<file path="src/rtl/bc_fir_seq.sv">
// Time-multiplexed symmetric FIR: one folded tap pair per clock through a single pre-adder and multiplier.
// Optional macro BC_FIR_SEQ_ZERO_SKIP_EN: the MAC walk visits only nonzero coefficients.
//
// state | meaning
// IDLE  | waiting for a sample; coefficient writes accepted
// MAC   | accumulating one folded tap per edge
// DONE  | result presented, held until out_ready
module bc_fir_seq #(
    parameter int N    = 8,
    parameter int TAPS = 39
) (
    input  logic         clk,
    input  logic         rst_n,
    input  logic         in_valid,
    output logic         in_ready,
    input  logic [N-1:0] in_data,
    output logic         out_valid,
    input  logic         out_ready,
    output logic [N-1:0] out_data,
    input  logic         cfg_we,
    input  logic [4:0]   cfg_addr,
    input  logic [N-1:0] cfg_data,
    output logic         cfg_err,
    output logic         busy
);
    localparam int HALF = (TAPS + 1) / 2;
    localparam int KW   = $clog2(HALF);
    localparam int XW   = $clog2(TAPS);

    typedef enum logic [1:0] {IDLE, MAC, DONE} state_t;

    state_t        state_q, state_d;
    logic [N-1:0]  x_q [TAPS];
    logic [N-1:0]  x_d [TAPS];
    logic [N-1:0]  c_q [HALF];
    logic [N-1:0]  c_d [HALF];
    logic [N-1:0]  acc_q, acc_d;
    logic [KW-1:0] k_q, k_d;
    logic          in_ready_q, in_ready_d;
    logic          out_valid_q, out_valid_d;
    logic [N-1:0]  out_data_q, out_data_d;
    logic          cfg_err_q, cfg_err_d;
    logic          busy_q, busy_d;

    logic          accept;
    logic          cfg_ok;
    logic          last;
    logic [XW-1:0] lo_idx, hi_idx;
    logic [N-1:0]  pre_add;
    logic [N-1:0]  product;
`ifdef BC_FIR_SEQ_ZERO_SKIP_EN
    logic [KW-1:0] k_first, k_next;
    logic          has_next;
`endif

    always_comb begin
        state_d    = state_q;
        x_d        = x_q;
        c_d        = c_q;
        acc_d      = acc_q;
        k_d        = k_q;
        out_data_d = out_data_q;

        accept    = (state_q == IDLE) && in_ready_q && in_valid;
        cfg_ok    = cfg_we && (state_q == IDLE) && (cfg_addr < 5'(HALF));
        cfg_err_d = cfg_we && !cfg_ok;
        if (cfg_ok) begin
            c_d[cfg_addr] = cfg_data;
        end

        // Fold x[k] with its mirror x[TAPS-1-k]; the centre tap has no partner.
        lo_idx  = XW'(k_q);
        hi_idx  = XW'(TAPS - 1) - lo_idx;
        pre_add = (k_q == KW'(HALF - 1)) ? x_q[lo_idx] : x_q[lo_idx] + x_q[hi_idx];
        product = c_q[k_q] * pre_add;

`ifdef BC_FIR_SEQ_ZERO_SKIP_EN
        // Start index is searched in the post-write bank so a same-edge write counts.
        k_first = '0;
        for (int i = HALF - 1; i >= 0; i--) begin
            if (c_d[i] != '0) begin
                k_first = KW'(i);
            end
        end
        k_next   = '0;
        has_next = 1'b0;
        for (int i = HALF - 1; i >= 0; i--) begin
            if ((KW'(i) > k_q) && (c_q[i] != '0)) begin
                k_next   = KW'(i);
                has_next = 1'b1;
            end
        end
        last = !has_next;
`else
        last = (k_q == KW'(HALF - 1));
`endif

        case (state_q)
            IDLE: begin
                if (accept) begin
                    for (int i = TAPS - 1; i > 0; i--) begin
                        x_d[i] = x_q[i-1];
                    end
                    x_d[0] = in_data;
                    acc_d  = '0;
`ifdef BC_FIR_SEQ_ZERO_SKIP_EN
                    k_d    = k_first;
`else
                    k_d    = '0;
`endif
                    state_d = MAC;
                end
            end
            MAC: begin
                acc_d = acc_q + product;
                if (last) begin
                    out_data_d = acc_d;
                    state_d    = DONE;
                end else begin
`ifdef BC_FIR_SEQ_ZERO_SKIP_EN
                    k_d = k_next;
`else
                    k_d = k_q + 1'b1;
`endif
                end
            end
            DONE: begin
                if (out_ready) begin
                    state_d = IDLE;
                end
            end
            default: state_d = IDLE;
        endcase

        in_ready_d  = (state_d == IDLE);
        out_valid_d = (state_d == DONE);
        busy_d      = (state_d != IDLE);
    end

    always_ff @(posedge clk or negedge rst_n) begin
        if (!rst_n) begin
            state_q <= IDLE;
            for (int i = 0; i < TAPS; i++) begin
                x_q[i] <= '0;
            end
            for (int i = 0; i < HALF; i++) begin
                c_q[i] <= '0;
            end
            acc_q       <= '0;
            k_q         <= '0;
            in_ready_q  <= 1'b0;
            out_valid_q <= 1'b0;
            out_data_q  <= '0;
            cfg_err_q   <= 1'b0;
            busy_q      <= 1'b0;
        end else begin
            state_q     <= state_d;
            x_q         <= x_d;
            c_q         <= c_d;
            acc_q       <= acc_d;
            k_q         <= k_d;
            in_ready_q  <= in_ready_d;
            out_valid_q <= out_valid_d;
            out_data_q  <= out_data_d;
            cfg_err_q   <= cfg_err_d;
            busy_q      <= busy_d;
        end
    end

    assign in_ready  = in_ready_q;
    assign out_valid = out_valid_q;
    assign out_data  = out_data_q;
    assign cfg_err   = cfg_err_q;
    assign busy      = busy_q;

endmodule
</file>
<file path="config.mk">
export PLATFORM = sky130hd
export DESIGN_NAME = bc_fir_seq
export DESIGN_NICKNAME = d
export VERILOG_FILES = /design/src/rtl/bc_fir_seq.sv
export SDC_FILE = /design/constraint.sdc
export NUM_CORES = 1
export LEC_CHECK = 0
export CORE_ASPECT_RATIO = 2
export CORE_UTILIZATION = 60
export CTS_BUF_LIST = sky130_fd_sc_hd__clkbuf_2 sky130_fd_sc_hd__clkbuf_4 sky130_fd_sc_hd__clkbuf_8
export DETAILED_ROUTE_END_ITERATION = 10
export GPL_TIMING_DRIVEN = 0
export PLACE_DENSITY_LB_ADDON = 0.1
export SLEW_MARGIN = 20
export SYNTH_ARGS = -nofsm -noshare
export SYNTH_HDL_FRONTEND = slang
export SYNTH_SLANG_ARGS = --single-unit
</file>
<file path="constraint.sdc">
create_clock -name clk -period 15.5 [get_ports clk]
set_input_delay 4.65 -clock clk [delete_from_list [all_inputs] [get_ports clk]]
set_output_delay 4.65 -clock clk [all_outputs]
set_load 0.01 [all_outputs]
</file>
Yosys cells after proc, flatten, opt, wreduce, memory -nomap -nowiden --
Index checks and enable logic that the tools add are counted.
Word-level totals: bits in latches 0, input port bits 26, bits in registers 499, memories kept 0, word-level logic and storage cells 125, RAM bits 0, ROM bits 0
Cells by class: div/mod/pow operators 0, reduce and logical (&&, ||, !) cells 15, magnitude comparators 6, bitwise operators 4, $mul 1, muxes and demuxes 22, add/subtract/negate cells 4, equal/unequal tests 6, shift-type cells 0
Operator list (count):
- bitwise mux 160 bit | 1
- binary-select mux 8 bit (select 6 bit) | 2
- two-way mux 8 bit | 9
- binary-select mux 8 bit (select 5 bit) | 1
- demux 8 bit (select 5 bit) | 1
- adder 8 bit | 2
- one-hot mux 8 bit (2 select lines) | 1
- >= comparator 7 bit, second input constant | 2
- >= comparator 6 bit, second input constant | 2
- NOT 5 -> 6 bit | 2
- two-way mux 5 bit | 2
- one-hot mux 5 bit (2 select lines) | 1
- multiplier 8 x 8 -> 8 bit | 1
- NOT 5 -> 7 bit | 1
- NOT 6 -> 7 bit | 1
- logical AND 1 bit | 6
- less-than comparator 6 x 1 -> 1 bit, second input constant | 1
- two-way mux 2 bit | 3
- one-hot mux 2 bit (3 select lines) | 1
- AND reduction 2 bit | 3
- subtractor 6 x 5 -> 6 bit, first input constant | 1
- adder 5 x 1 -> 5 bit, second input constant | 1
- equality test 5 bit, second input constant | 1
- less-than comparator 5 bit, second input constant | 1
- 7 further kinds | 11

Longest topological paths before layout --
word-level depth 10, gate-level depth with buffers 38, gate-level depth less buffers 32

Worst setup path after synthesis --
Ideal clock, no wire load.
path kind register -> register, start point register k_q[1], end point register acc_q[7], required time 15377 ps, setup time 123 ps, path buffers 2, path slack 7900 ps, stages on the path, launching flop included 31, arrival 7477 ps, path through dfrtp_1 > ha_1 > xnor2_1 > buf_2 > clkbuf_1 > mux4_2 > mux4_2 > mux2i_1 > o22ai_1 > ha_1 > inv_1 > fa_1 > o2bb2ai_1 > nand2_1 > fa_1 > inv_1 > ha_1 > ha_1 > inv_1 > fa_1 > inv_1 > ha_1 > fa_1 > a21o_1 > a21oi_1 > xnor2_1 > xnor2_1 > xnor2_1 > xnor3_1 > xnor2_1 > o21ai_1
Between the ends: word-level cells in the longest chain between the ends 10, elaborated cells on any way between the ends 19
Ends and longest elaborated chain:
- start, declared | RTL line 38 | logic [KW-1:0] k_q, k_d;
- start signal, assigned | RTL line 161 | k_q <= k_d;
- subtractor 6 x 5 -> 6 bit | RTL line 73 | hi_idx = XW'(TAPS - 1) - lo_idx;
- NOT 6 -> 7 bit (implied by the code) | RTL line 74 | pre_add = (k_q == KW'(HALF - 1)) ? x_q[lo_idx] : x_q[lo_idx] + x_q[hi_idx];
- binary-select mux 8 bit (select 6 bit) | RTL line 74
- two-way mux 8 bit (implied by the code) (2 in series) | RTL line 74
- adder 8 bit | RTL line 74
- two-way mux 8 bit | RTL line 74
- multiplier 8 x 8 -> 8 bit (*) | RTL line 75 | product = c_q[k_q] * pre_add;
- adder 8 bit (*) | RTL line 115 | acc_d = acc_q + product;
- one-hot mux 8 bit (2 select lines) (*) | RTL line 98 | case (state_q)
- end signal, assigned | RTL line 149 | acc_q <= '0;
- end signal, assigned | RTL line 160 | acc_q <= acc_d;
- end, declared | RTL line 37 | logic [N-1:0] acc_q, acc_d;
Every way passes the cells marked *; elsewhere a longest branch is shown, timed or not. The select of a mux whose other input is x is not followed. A chain may end at the register's enable or synchronous reset.

Worst setup path in the final report --
Ends and elaborated chain as after synthesis.

==> results.cfg <==
[synthesis]
yosys_warnings = 0
ys.flop_type = dfrtp_1
ys_seq_area_frac = 0.472
ys_async_sr_fraction = 1.00
synth.top_cell.area_share = 0.472
synth_cell_type_count = 67
synth_area_leaders = dfrtp_1, nand2_1, mux4_2
synth_edf_count = 0
synth.largest_area_cell = dfrtp_1
postSynthCellCount = 2475
avgSynthCellArea_um2 = 10.7
ys_ff_latch = 499
syn_nets = 2546
syn-cell-area_um2 = 26400

[drt]
dr_total_vias = 20100
wire_per_inst_um = 25.8
initialDrtViolationCount = 1464
remaining_drc_errors = 0
postRouteAntennaNets = 0
viasPerCell = 6.29
wl_mm = 82.3
drtPass1Iterations = 8

[critical_path]
crit_type = reg2reg
critical_path_peak_fanout = 10
cpMostUsedCell = fa_1
start_kind = register
worst_r2r_endpoint = acc_q[7]$_DFFE_PN0P_
crit_start = k_q[1]$_DFFE_PN0P_
r2r_cells = 31
cp.arrival_ns = 11.39
r2r_start = k_q[1]$_DFFE_PN0P_
cpPeakStageDelay_ns = 0.85
cp.required_ns = 16.06
crit_path_top_delay_cell = o31ai_1
r2r_setup_slack_ns = 4.67
critPathCapture = acc_q[7]$_DFFE_PN0P_
critPathCaptureType = register

[grt]
overflow = 0
grt_usage = 0.386
grt_pass1_vias = 21000
grt_pass1_wl_mm = 126
antenna_found_initial = 1
grt_max_degree = 104

[sta]
setup_tns_ns = 0
setup-violations-final = 0
clock.fmax_mhz = 92.3
hold_violations = 0
finalCritPeriodShare = 0.699
worst-slew-pin-transition_ns = 1.28
fin_crit_ns = 10.83
rsz0062_at_grt = false
skew_ns = 0.0282
slew_headroom = 0.125
finalMaxSlewViolations = 0

[power]
p_leak_nw = 14.5
p_comb_frac = 0.483
power_frac_seq = 0.306
clock_power_share = 0.212
power_density_nw_per_um2 = 183
internal_power_w = 0.00304
p_switching_w = 0.00229
vdd_drop_max_uv = 207
p_total_w = 0.00532
p_sw_frac = 0.429

[place]
hpwl_mm = 60.2
dpl.cell_count = 3059
dpl_cell_area_um2 = 27600
numPortBuffers = 29
gp_congestion = 0.970

[clock_network]
cts_sinks = 499
ctsResizeCount = 0
h-tree-depth = 3
clkSlewWorstSetupHoldPaths_ns = 0.07
clk-insertion-delay-late_ns = 0.69
cts_tree = done
cts_buffer_depth = 3
holdBufCountCts = 0
postCtsSetupBuffers = 0
numCtsBuffers = 74
clockRootBuffer = clkbuf_8

[job]
cap_violations = 0

[cells_and_area]
layout_common_cells = nand2_1, dfrtp_1, mux2_2, mux4_2, clkbuf_1
stdcell_area_um2 = 29100
area_delta_synth_final_pct = 10.0
final_common_cell = nand2_1
final_core_util = 0.671
drive_gt1_frac = 0.195
final_cells = 3188
nNetsFinal = 2656

[die]
fp.dieArea_um2 = 45000
ios = 38
rows = 108
die_y_um = 299
core_um2 = 43400
die_w_um = 150
initial_core_util = 0.610

[outcome]
status = completed

[worst_hold_path]
hold_class = reg2reg
-- cell usage after synthesis, drive strengths merged (3+ instances only) --
master / n
nor3: 5
xnor2: 19
a22oi: 4
or3: 3
nor2b: 12
and2: 9
o31ai: 5
mux4: 179
nand2b: 5
mux2: 171
a21o: 4
inv: 50
a221oi: 3
buf: 51
ha: 26
nor2: 53
and3: 4
a21oi: 42
o221ai: 4
fa: 19
nand3: 22
a211oi: 7
clkbuf: 110
mux2i: 51
dfrtp: 499
o21ai: 28
o22ai: 8
a311oi: 9
xor2: 4
nand3b: 3
nand2: 1030
-- worst max-delay path, delay by kind of cell (launching register included) --
family                   cells  cell delay [ns]
multiplexers                 1             0.39
buffers and inverters        9             2.97
adder cells (fa/ha/maj)      7             3.08
XOR/XNOR                     6             1.32
flip-flops                   1             0.54
AO/OA/AOI/OAI                6             2.16
AND/OR/NAND/NOR              2             0.23
-- layout make-up --
type	instances	area (um2)
fill	3392	14300
multi-input combinational	1764	12900
sequential	499	12500
clock buffer	116	1420
buffer	161	842
tap	550	688
timing repair buffer	34	433
inverter	51	191
clock inverter	12	95.1
antenna	1	2.50
-- how the worst min path moves through the flow --
| stage | start | end | slack [ns] | cells past startpoint |
|---|---|---|---|---|
| after floorplan | x_q[7]$_DFFE_PN0P_ | x_q[7]$_DFFE_PN0P_ | 0.44 | 2 |
| after global placement | x_q[7]$_DFFE_PN0P_ | x_q[7]$_DFFE_PN0P_ | 0.46 | 2 |
| after detailed placement | x_q[7]$_DFFE_PN0P_ | x_q[7]$_DFFE_PN0P_ | 0.47 | 2 |
| after CTS | x_q[46]$_DFFE_PN0P_ | x_q[38]$_DFFE_PN0P_ | 0.48 | 2 |
| after global routing | x_q[23]$_DFFE_PN0P_ | x_q[15]$_DFFE_PN0P_ | 0.50 | 2 |
| final | x_q[46]$_DFFE_PN0P_ | x_q[38]$_DFFE_PN0P_ | 0.48 | 2 |
-- state kept, by name, summed over array words and instances (netlist names) --
register / cells
in_ready: 1
busy: 1
acc_q: 8
cfg_err: 1
c_q: 160
out_valid: 1
out_data: 8
x_q: 312
k_q: 5
state_q: 2
-- power groups by stage --
stage | combinational (W) | clock [W] | sequential, W
floorplan | 0.00169 | 0 | 0.00159
global placement | 0.00248 | 0 | 0.00164
detailed placement | 0.00252 | 0 | 0.00164
CTS | 0.00253 | 0.00114 | 0.00162
global route | 0.00273 | 0.00119 | 0.00164
finish | 0.00257 | 0.00113 | 0.00163
-- metal layers --
metal | wire length [um] | GRT usage | up-vias
met5 | 0 | 0 | -
met4 | 8080 | 0.330 | 0
met3 | 5360 | 0.0788 | 391
met2 | 41900 | 0.652 | 928
met1 | 26900 | 0.406 | 10100
li1 | - | - | 8657
-- logic make-up (layout without fill, tap and decap cells) --
kind of cell | count (synthesis) | count (layout) | share of synthesized area
flops | 499 | 499 | 0.472
xor+xnor | 25 | 25 | 0.00932
simple gates | 1158 | 1158 | 0.172
buf+inv | 212 | 374 | 0.0391
compound gates | 135 | 135 | 0.0333
other cells | 0 | 1 | 0
mux | 401 | 401 | 0.248
fa+ha+maj | 45 | 45 | 0.0267
-- per-stage QoR --
| step | hold WS [ns] | worst slack (ns) |
|---|---|---|
| after floorplan | 0.441 | 7.90 |
| after global placement | 0.460 | -11.53 |
| after detailed placement | 0.466 | 5.29 |
| after CTS | 0.476 | 5.30 |
| after global routing | 0.497 | 4.43 |
| final | 0.484 | 4.67 |
No activity file was read; power rests on OpenSTA's default activity.
